### config.mk
export PLATFORM = sky130hd
export DESIGN_NAME = keypad_emulator
export DESIGN_NICKNAME = d
export VERILOG_FILES = /design/src/rtl/keypad_emulator.sv
export SDC_FILE = /design/constraint.sdc
export NUM_CORES = 1
export LEC_CHECK = 0
export ABC_AREA = 0
export BUFFER_PORTS_ARGS = -buffer_cell sky130_fd_sc_hd__buf_2
export CAP_MARGIN = 10
export CORE_ASPECT_RATIO = 1.2
export CORE_MARGIN = 2
export CORE_UTILIZATION = 40
export DETAILED_ROUTE_END_ITERATION = 16
export GPL_ROUTABILITY_DRIVEN = 0
export SYNTH_ARGS = -nofsm -noshare
export SYNTH_HDL_FRONTEND = slang
export SYNTH_SLANG_ARGS = --single-unit
### constraint.sdc
create_clock -name clk -period 1.9 [get_ports clk]
set_input_delay 0.285 -clock clk [delete_from_list [all_inputs] [get_ports clk]]
set_output_delay 0.285 -clock clk [all_outputs]
set_load 0.02 [all_outputs]
### src/rtl/keypad_emulator.sv
//==============================================================================
// Module   : keypad_emulator
// Purpose  : Emulates key presses on a 4x4 matrix keypad by driving the column
//            lines back to the keypad scanner. Key codes are queued through a
//            valid/ready FIFO. Each key is held for HOLD_TICKS, then all
//            columns are released for GAP_TICKS so the scanner sees a clean
//            release between keys.
// Ports    : clk        - system clock (rising edge)
//            rst        - asynchronous reset, active low
//            kp_row     - row strobe from the scanner (one bit low)
//            kp_col     - column lines to the scanner (low = pressed column)
//            key_valid  - key code offered this cycle
//            key_code   - key to press, 0x0..0xF
//            key_ready  - FIFO not full; push when key_valid && key_ready
//            busy       - pressing, releasing, or keys still queued
//            active_key - code currently (or most recently) pressed
// Options  : KP_EMU_SCAN_HOLD_EN - when defined, HOLD_TICKS counts completed
//            scan passes (PRESS cycles with kp_row == 4'b0111) rather than
//            raw clock cycles.
// Revision : 1.0 - initial release
//==============================================================================
`default_nettype none

module keypad_emulator #(
  parameter int HOLD_TICKS = 8,
  parameter int GAP_TICKS  = 4,
  parameter int FIFO_DEPTH = 4
) (
  input  logic       clk,
  input  logic       rst,
  input  logic [3:0] kp_row,
  output logic [3:0] kp_col,
  input  logic       key_valid,
  input  logic [3:0] key_code,
  output logic       key_ready,
  output logic       busy,
  output logic [3:0] active_key
);

  localparam int c_ADDR_W    = $clog2(FIFO_DEPTH);
  localparam int c_MAX_TICKS = (HOLD_TICKS > GAP_TICKS) ? HOLD_TICKS : GAP_TICKS;
  localparam int c_CNT_W     = $clog2(c_MAX_TICKS + 1);

  // Counters are loaded with N-1 and the phase ends on the edge after zero
  // is seen, which gives exactly N counted cycles.
  localparam logic [c_CNT_W-1:0] c_HOLD_LOAD = c_CNT_W'(HOLD_TICKS - 1);
  localparam logic [c_CNT_W-1:0] c_GAP_LOAD  = c_CNT_W'(GAP_TICKS - 1);

  typedef enum logic [1:0] {
    ST_IDLE    = 2'd0,
    ST_PRESS   = 2'd1,
    ST_RELEASE = 2'd2
  } state_t;

  state_t r_state;
  state_t w_state_nxt;

  // ---------------------------------------------------------------------------
  // Key-code FIFO
  // ---------------------------------------------------------------------------
  logic [3:0]        r_mem [FIFO_DEPTH];
  logic [c_ADDR_W:0] r_wr_ptr;
  logic [c_ADDR_W:0] r_rd_ptr;
  logic              w_empty;
  logic              w_full;
  logic              w_push;
  logic              w_pop;

  assign w_empty = (r_wr_ptr == r_rd_ptr);
  // Same address with differing wrap bits means the writer lapped the reader.
  assign w_full  = (r_wr_ptr[c_ADDR_W] != r_rd_ptr[c_ADDR_W]) &&
                   (r_wr_ptr[c_ADDR_W-1:0] == r_rd_ptr[c_ADDR_W-1:0]);
  assign w_push  = key_valid && !w_full;

  always_ff @(posedge clk) begin
    if (w_push) begin
      r_mem[r_wr_ptr[c_ADDR_W-1:0]] <= key_code;
    end
  end

  always_ff @(posedge clk or negedge rst) begin
    if (!rst) begin
      r_wr_ptr <= '0;
      r_rd_ptr <= '0;
    end else begin
      if (w_push) begin
        r_wr_ptr <= r_wr_ptr + 1'b1;
      end
      if (w_pop) begin
        r_rd_ptr <= r_rd_ptr + 1'b1;
      end
    end
  end

  // ---------------------------------------------------------------------------
  // Hold / gap counter
  // ---------------------------------------------------------------------------
  logic [c_CNT_W-1:0] r_cnt;
  logic               w_cnt_zero;
  logic               w_hold_tick;
  logic               w_load_hold;
  logic               w_load_gap;
  logic               w_cnt_dec;

  assign w_cnt_zero = (r_cnt == '0);

`ifdef KP_EMU_SCAN_HOLD_EN
  // One hold tick per completed scan pass: the last row of the pass is strobed.
  assign w_hold_tick = (kp_row == 4'b0111);
`else
  assign w_hold_tick = 1'b1;
`endif

  always_ff @(posedge clk or negedge rst) begin
    if (!rst) begin
      r_cnt <= '0;
    end else if (w_load_hold) begin
      r_cnt <= c_HOLD_LOAD;
    end else if (w_load_gap) begin
      r_cnt <= c_GAP_LOAD;
    end else if (w_cnt_dec) begin
      r_cnt <= r_cnt - 1'b1;
    end
  end

  // ---------------------------------------------------------------------------
  // Active key register
  // ---------------------------------------------------------------------------
  logic [3:0] r_active;

  always_ff @(posedge clk or negedge rst) begin
    if (!rst) begin
      r_active <= 4'h0;
    end else if (w_pop) begin
      r_active <= r_mem[r_rd_ptr[c_ADDR_W-1:0]];
    end
  end

  // ---------------------------------------------------------------------------
  // Key map: code -> {row index, column index}; index i means bit i is low.
  // ---------------------------------------------------------------------------
  function automatic logic [3:0] key_pos(input logic [3:0] code);
    logic [3:0] pos;
    case (code)
      4'h7: pos = {2'd0, 2'd0};
      4'h4: pos = {2'd0, 2'd1};
      4'h1: pos = {2'd0, 2'd2};
      4'h0: pos = {2'd0, 2'd3};
      4'h8: pos = {2'd1, 2'd0};
      4'h5: pos = {2'd1, 2'd1};
      4'h2: pos = {2'd1, 2'd2};
      4'hA: pos = {2'd1, 2'd3};
      4'h9: pos = {2'd2, 2'd0};
      4'h6: pos = {2'd2, 2'd1};
      4'h3: pos = {2'd2, 2'd2};
      4'hB: pos = {2'd2, 2'd3};
      4'hC: pos = {2'd3, 2'd0};
      4'hD: pos = {2'd3, 2'd1};
      4'hE: pos = {2'd3, 2'd2};
      default: pos = {2'd3, 2'd3};  // 4'hF
    endcase
    return pos;
  endfunction

  logic [3:0] w_pos;
  logic [3:0] w_row_pat;
  logic [3:0] w_col_pat;

  assign w_pos     = key_pos(r_active);
  assign w_row_pat = ~(4'b0001 << w_pos[3:2]);
  assign w_col_pat = ~(4'b0001 << w_pos[1:0]);

  // ---------------------------------------------------------------------------
  // FSM
  // ---------------------------------------------------------------------------
  always_ff @(posedge clk or negedge rst) begin
    if (!rst) begin
      r_state <= ST_IDLE;
    end else begin
      r_state <= w_state_nxt;
    end
  end

  always_comb begin
    w_state_nxt = r_state;
    w_pop       = 1'b0;
    w_load_hold = 1'b0;
    w_load_gap  = 1'b0;
    w_cnt_dec   = 1'b0;
    kp_col      = 4'b1111;

    case (r_state)
      ST_IDLE: begin
        if (!w_empty) begin
          w_state_nxt = ST_PRESS;
          w_pop       = 1'b1;
          w_load_hold = 1'b1;
        end
      end

      ST_PRESS: begin
        // Combinational path from kp_row: the scanner samples the column
        // on the same edge that advances its row.
        if (kp_row == w_row_pat) begin
          kp_col = w_col_pat;
        end
        if (w_hold_tick) begin
          if (w_cnt_zero) begin
            w_state_nxt = ST_RELEASE;
            w_load_gap  = 1'b1;
          end else begin
            w_cnt_dec = 1'b1;
          end
        end
      end

      ST_RELEASE: begin
        if (w_cnt_zero) begin
          if (!w_empty) begin
            // Chain straight into the next key without an idle cycle.
            w_state_nxt = ST_PRESS;
            w_pop       = 1'b1;
            w_load_hold = 1'b1;
          end else begin
            w_state_nxt = ST_IDLE;
          end
        end else begin
          w_cnt_dec = 1'b1;
        end
      end

      default: begin
        w_state_nxt = ST_IDLE;
      end
    endcase
  end

  assign key_ready  = !w_full;
  assign busy       = (r_state != ST_IDLE) || !w_empty;
  assign active_key = r_active;

endmodule

`default_nettype wire

After elaboration in Yosys (flattened, before gate mapping)
Memory sizes are Yosys's and may differ from the RTL's. A register that Yosys moved wholly into a read port is not among the register bits.
Cells that the tools add are included.
{ "word_totals": {"reg_bits": 12, "ramBits": 16, "rom_bits": 64, "in_bits": 11, "output_inout_bits": 10, "word_cells": 53, "n_memories": 2} }
{ "classes": {"add_sub_neg": 3, "eq_ne": 9, "n_shift": 2, "muxes": 19, "bitwise_logic": 2, "reduce_logical": 12} }
{ "memory_table": {"columns": ["memory", "depth", "word_bits", "read_ports", "rd_clocked_by_memory_dff", "write_ports", "line_no", "rtl"], "rows": [
  ["(no name shown)", 16, 4, 1, 0, 0, "144", "case (code)"],
  ["r_mem", 4, 4, 1, 1, 1, "61", "logic [3:0] r_mem [FIFO_DEPTH];"]
]} }
{ "ops": {"columns": ["op", "count"], "rows": [
  ["two-way mux 4 bit", 5],
  ["two-way mux 1 bit", 9],
  ["inverter 4 bit", 2],
  ["<< shifter 1 x 2 -> 4 bit (first input constant)", 2],
  ["adder 3 x 1 -> 3 bit (second input constant)", 2],
  ["two-way mux 2 bit", 3],
  ["inequality test 2 bit (second input constant)", 3],
  ["one-hot mux 2 bit (3 select lines)", 1],
  ["equality test 4 bit", 1],
  ["zero test 4 bit", 1],
  ["subtractor 4 x 1 -> 4 bit (second input constant)", 1],
  ["equality test 3 bit", 1],
  ["zero test 1 bit", 3],
  ["AND reduction 3 bit", 1],
  ["nonzero test 3 bit", 1],
  ["equality test 2 x 1 -> 1 bit (second input constant)", 1],
  ["equality test 2 bit", 1],
  ["equality test 2 bit (second input constant)", 1],
  ["logical AND 1 bit", 2],
  ["zero test 2 bit", 1],
  ["one-hot mux 1 bit (2 select lines)", 1],
  ["nonzero test 2 bit", 1],
  ["OR reduction 2 bit", 1],
  ["logical OR 1 bit", 1],
  ["inequality test 1 bit", 1]
]} }

Logic depth before layout (Yosys ltp)
{ "depth": {"ltp_word": 6, "depth_mapped": 6} }

Worst setup path before layout
Ideal clock, no wire load.
{ "synth_timing": {"kind": "flip-flop to output port", "start": "register r_state[1]", "end": "output kp_col[1]", "t_arrival_ns": 1.604, "required_ns": 1.615, "slack_ns": 0.011, "path_stages_with_launch": 7, "path_cell_list": "dfrtp_1 -> inv_1 -> ha_1 -> o21ai_0 -> a31o_2 -> a2111oi_4 -> nand4_1"} }
{ "synth_via": {"elab_chain_len": 2} }
{ "synth_lines": {"columns": ["element", "line_no", "rtl"], "rows": [
  ["start: declaration", "55", "state_t r_state;"],
  ["start signal: assignment", "180", "r_state <= w_state_nxt;"],
  ["equality test 2 x 1 -> 1 bit", "192", "case (r_state)"],
  ["two-way mux 4 bit", "192", null],
  ["end: declaration", "32", "output logic [3:0] kp_col,"]
]} }
No other way between the ends.

Final worst setup path
{ "layout_timing": {"start": "register r_state[1]", "end": "output kp_col[0]"} }
The elaborated chain is that of the path after synthesis.

==> results.json <==
{
  "vdd_drop_max_mv": 0.938,
  "cts_root_buf": "clkbuf_8",
  "track_usage": 0.158,
  "violations": "negative setup slack",
  "vias_per_cell": 5.32,
  "initial_utilization": 0.416,
  "numPortBuffers": 20,
  "dieArea_um2": 5310,
  "setup_violations": 4,
  "core_um2": 4560,
  "syn2layout_area_growth_pct": 25.7,
  "tightest_slew_ns": 0.385,
  "synth_seq_cells": 32,
  "power.density_nw_per_um2": 1720,
  "diodes": 0,
  "power.total_mw": 4.11,
  "drt-initial-drc-count": 89,
  "cp.required_ns": 1.62,
  "synth_area_leaders": "edfxtp_1 25%, dfrtp_1 21%, ha_1 7.3%, mux4_2 4.8%, mux2_1 4.2%",
  "wirelength_um": 3830,
  "yosysTopAreaCell": "edfxtp_1",
  "timing.final.crit_share": 1.15,
  "rr_worst_depth": 7,
  "yosysSeqAreaShare": 0.465,
  "synthArstFlopShare": 0.500,
  "min-delay-start": "key_code[0]",
  "tns_ns": -1.08,
  "final_common_cell": "buf_4",
  "worstSetupStartpoint": "r_state[1]",
  "hold_class": "in2reg",
  "crit_fanout": 4,
  "rows": 27,
  "slew-limit-headroom": 0.741,
  "fp.dieW_um": 66.8,
  "power_leakage_nw": 1.01,
  "fin_nets": 229,
  "dp_hpwl_um": 2750,
  "layout.cells.non_filler": 266,
  "reg2reg_slack_ns": 0.11,
  "globalRouteOverflowTotal": 0,
  "final_cell_mix": "30 x buf_4, 16 x buf_2, 16 x edfxtp_1, 14 x dfrtp_1, 11 x nand2_1",
  "worst_slack_ns": -0.284,
  "rr_endpoint": "r_cnt[3]",
  "cts_max_level": 2,
  "wl_per_cell_um": 14.4,
  "antenna_found_initial": 0,
  "rr_startpoint": "r_state[0]",
  "cap_violations": 0,
  "dp.cells": 248,
  "numCtsBuffers": 5,
  "route.detailed.drc": 0,
  "syn_nets": 181,
  "rsz0062_at_grt": "true",
  "synth_edf_count": 16,
  "synth_flop_cell": "edfxtp_1",
  "syn_avg_cell_area_um2": 11.9,
  "synth_warnings": 0,
  "ant_nets": 0,
  "clockBufferDepth": 2,
  "worstSetupPathType": "reg2out",
  "skew_ns": 0.00436,
  "clkSinkCount": 32,
  "fp.dieH_um": 79.4,
  "critPathLaunchType": "flop",
  "stdcell_area_um2": 2380,
  "fmax_mhz": 458,
  "drive_gt1_frac": 0.356,
  "status": "finished, violations left",
  "syn_inst": 159,
  "drt_pass1_iterations": 4,
  "synth_cell_types": 52,
  "hold-path-cell-count": 1,
  "vias": 1415,
  "clk_latency_ns": 0.28,
  "final_util": 0.522,
  "clk_pin_slew_worst_paths_ns": 0.07,
  "place_area_um2": 2140,
  "slew_viol_final": 0,
  "cp_data_arrival_time_ns": 1.90,
  "worstSetupEndpointType": "output port",
  "grt_pass1_vias": 1377,
  "grt_max_degree": 17,
  "io_pins": 21,
  "layout_min_cycle_time_ns": 2.18,
  "netlist.area_leader.share": 0.253,
  "syn_area_um2": 1900,
  "hold_viol": 0,
  "min_to": "r_mem[0][0]",
  "cts_tree": "built",
  "grt_pass1_wl_um": 6270
}
[stage by stage]
| stage | setup slack (ns) | hold slack, ns |
|---|---|---|
| finish | -0.284 | 0.216 |
| global placement | 0.0353 | 0.220 |
| CTS | -0.252 | 0.201 |
| detailed placement | 0.00753 | 0.226 |
| floorplan | 0.0105 | -0.0106 |
| global route | -0.383 | 0.213 |
[routing by layer]
| layer | global-route usage | up-vias | part of all wire |
|---|---|---|---|
| met3 | 0.0339 | 6 | 0.047 |
| li1 | - | 688 | - |
| met1 | 0.189 | 681 | 0.41 |
| met2 | 0.270 | 40 | 0.53 |
| met5 | 0 | - | 0 |
| met4 | 0.0673 | 0 | 0.016 |
[power by group]
part | switching, mW | internal [mW]
registers | 0.188 | 0.994
logic | 1.16 | 1.12
clock network | 0.256 | 0.388
total | 1.61 | 2.50
[registers in the layout, indices dropped and copies added (netlist names)]
register / count
r_mem: 16
r_state: 2
r_cnt: 4
active_key: 4
r_wr_ptr: 3
r_rd_ptr: 3
[final cells by class]
type	instances	area (um^2)
well taps	58	72.6
fillers	415	2180
repair buffers	48	327
clock buffers	5	68.8
multi-input cells	110	951
inverters	10	37.5
clock inverters	3	42.5
flip-flops and latches	32	883
[cells by family (layout without fill, tap and decap cells)]
group,count (synthesis),in the layout,share of synthesized area
flip-flops,32,32,0.465
adder cells (fa/ha/maj),11,11,0.0726
AND/OR/NAND/NOR,52,52,0.170
XOR/XNOR,7,7,0.0323
multiplexers,12,12,0.0944
AO/OA/AOI/OAI,28,28,0.114
buffers and inverters,17,66,0.0521
[worst max-delay path: stages (launching register included)]
cell	delay, ns
dfrtp_1	0.39
inv_2	0.08
ha_4	0.13
o21ai_2	0.05
a31o_2	0.23
a2111oi_4	0.41
nand3_1	0.13
buf_4	0.19
[what timing repair did]
item | CTS | global route
endpoints found under the setup margin | 4 | 5
endpoints found under the hold margin | 16 | 0
buffers inserted | 6 | 3
pin swaps | 4 | 3
gates resized for setup | 7 | 8
hold buffers | 1 | 0
[cell usage after synthesis, types with 2 or more instances]
library cell   n
a211oi_1       2
a21o_1         2
a21oi_1        7
and3_1         4
and4b_1        2
buf_6          4
dfrtp_1       16
edfxtp_1      16
ha_1          11
inv_1         10
mux2_1         7
mux4_2         4
nand2_1       11
nand2b_1       4
nand3_1        6
nand3b_1       2
nand4_1        2
nor2_1         5
nor3_1         3
o21ai_0        4
xnor2_1        6
[how the worst max path moves through the flow]
stage	endpoint	slack [ns]	cells past startpoint
2_1_floorplan	kp_col[1]	0.01	6
3_3_place_gp	kp_col[1]	0.04	5
3_5_place_dp	kp_col[1]	0.008	7
4_1_cts	kp_col[1]	-0.25	7
5_1_grt	kp_col[0]	-0.38	7
6_report	kp_col[0]	-0.28	7
No activity file was read; power rests on OpenSTA's default activity.
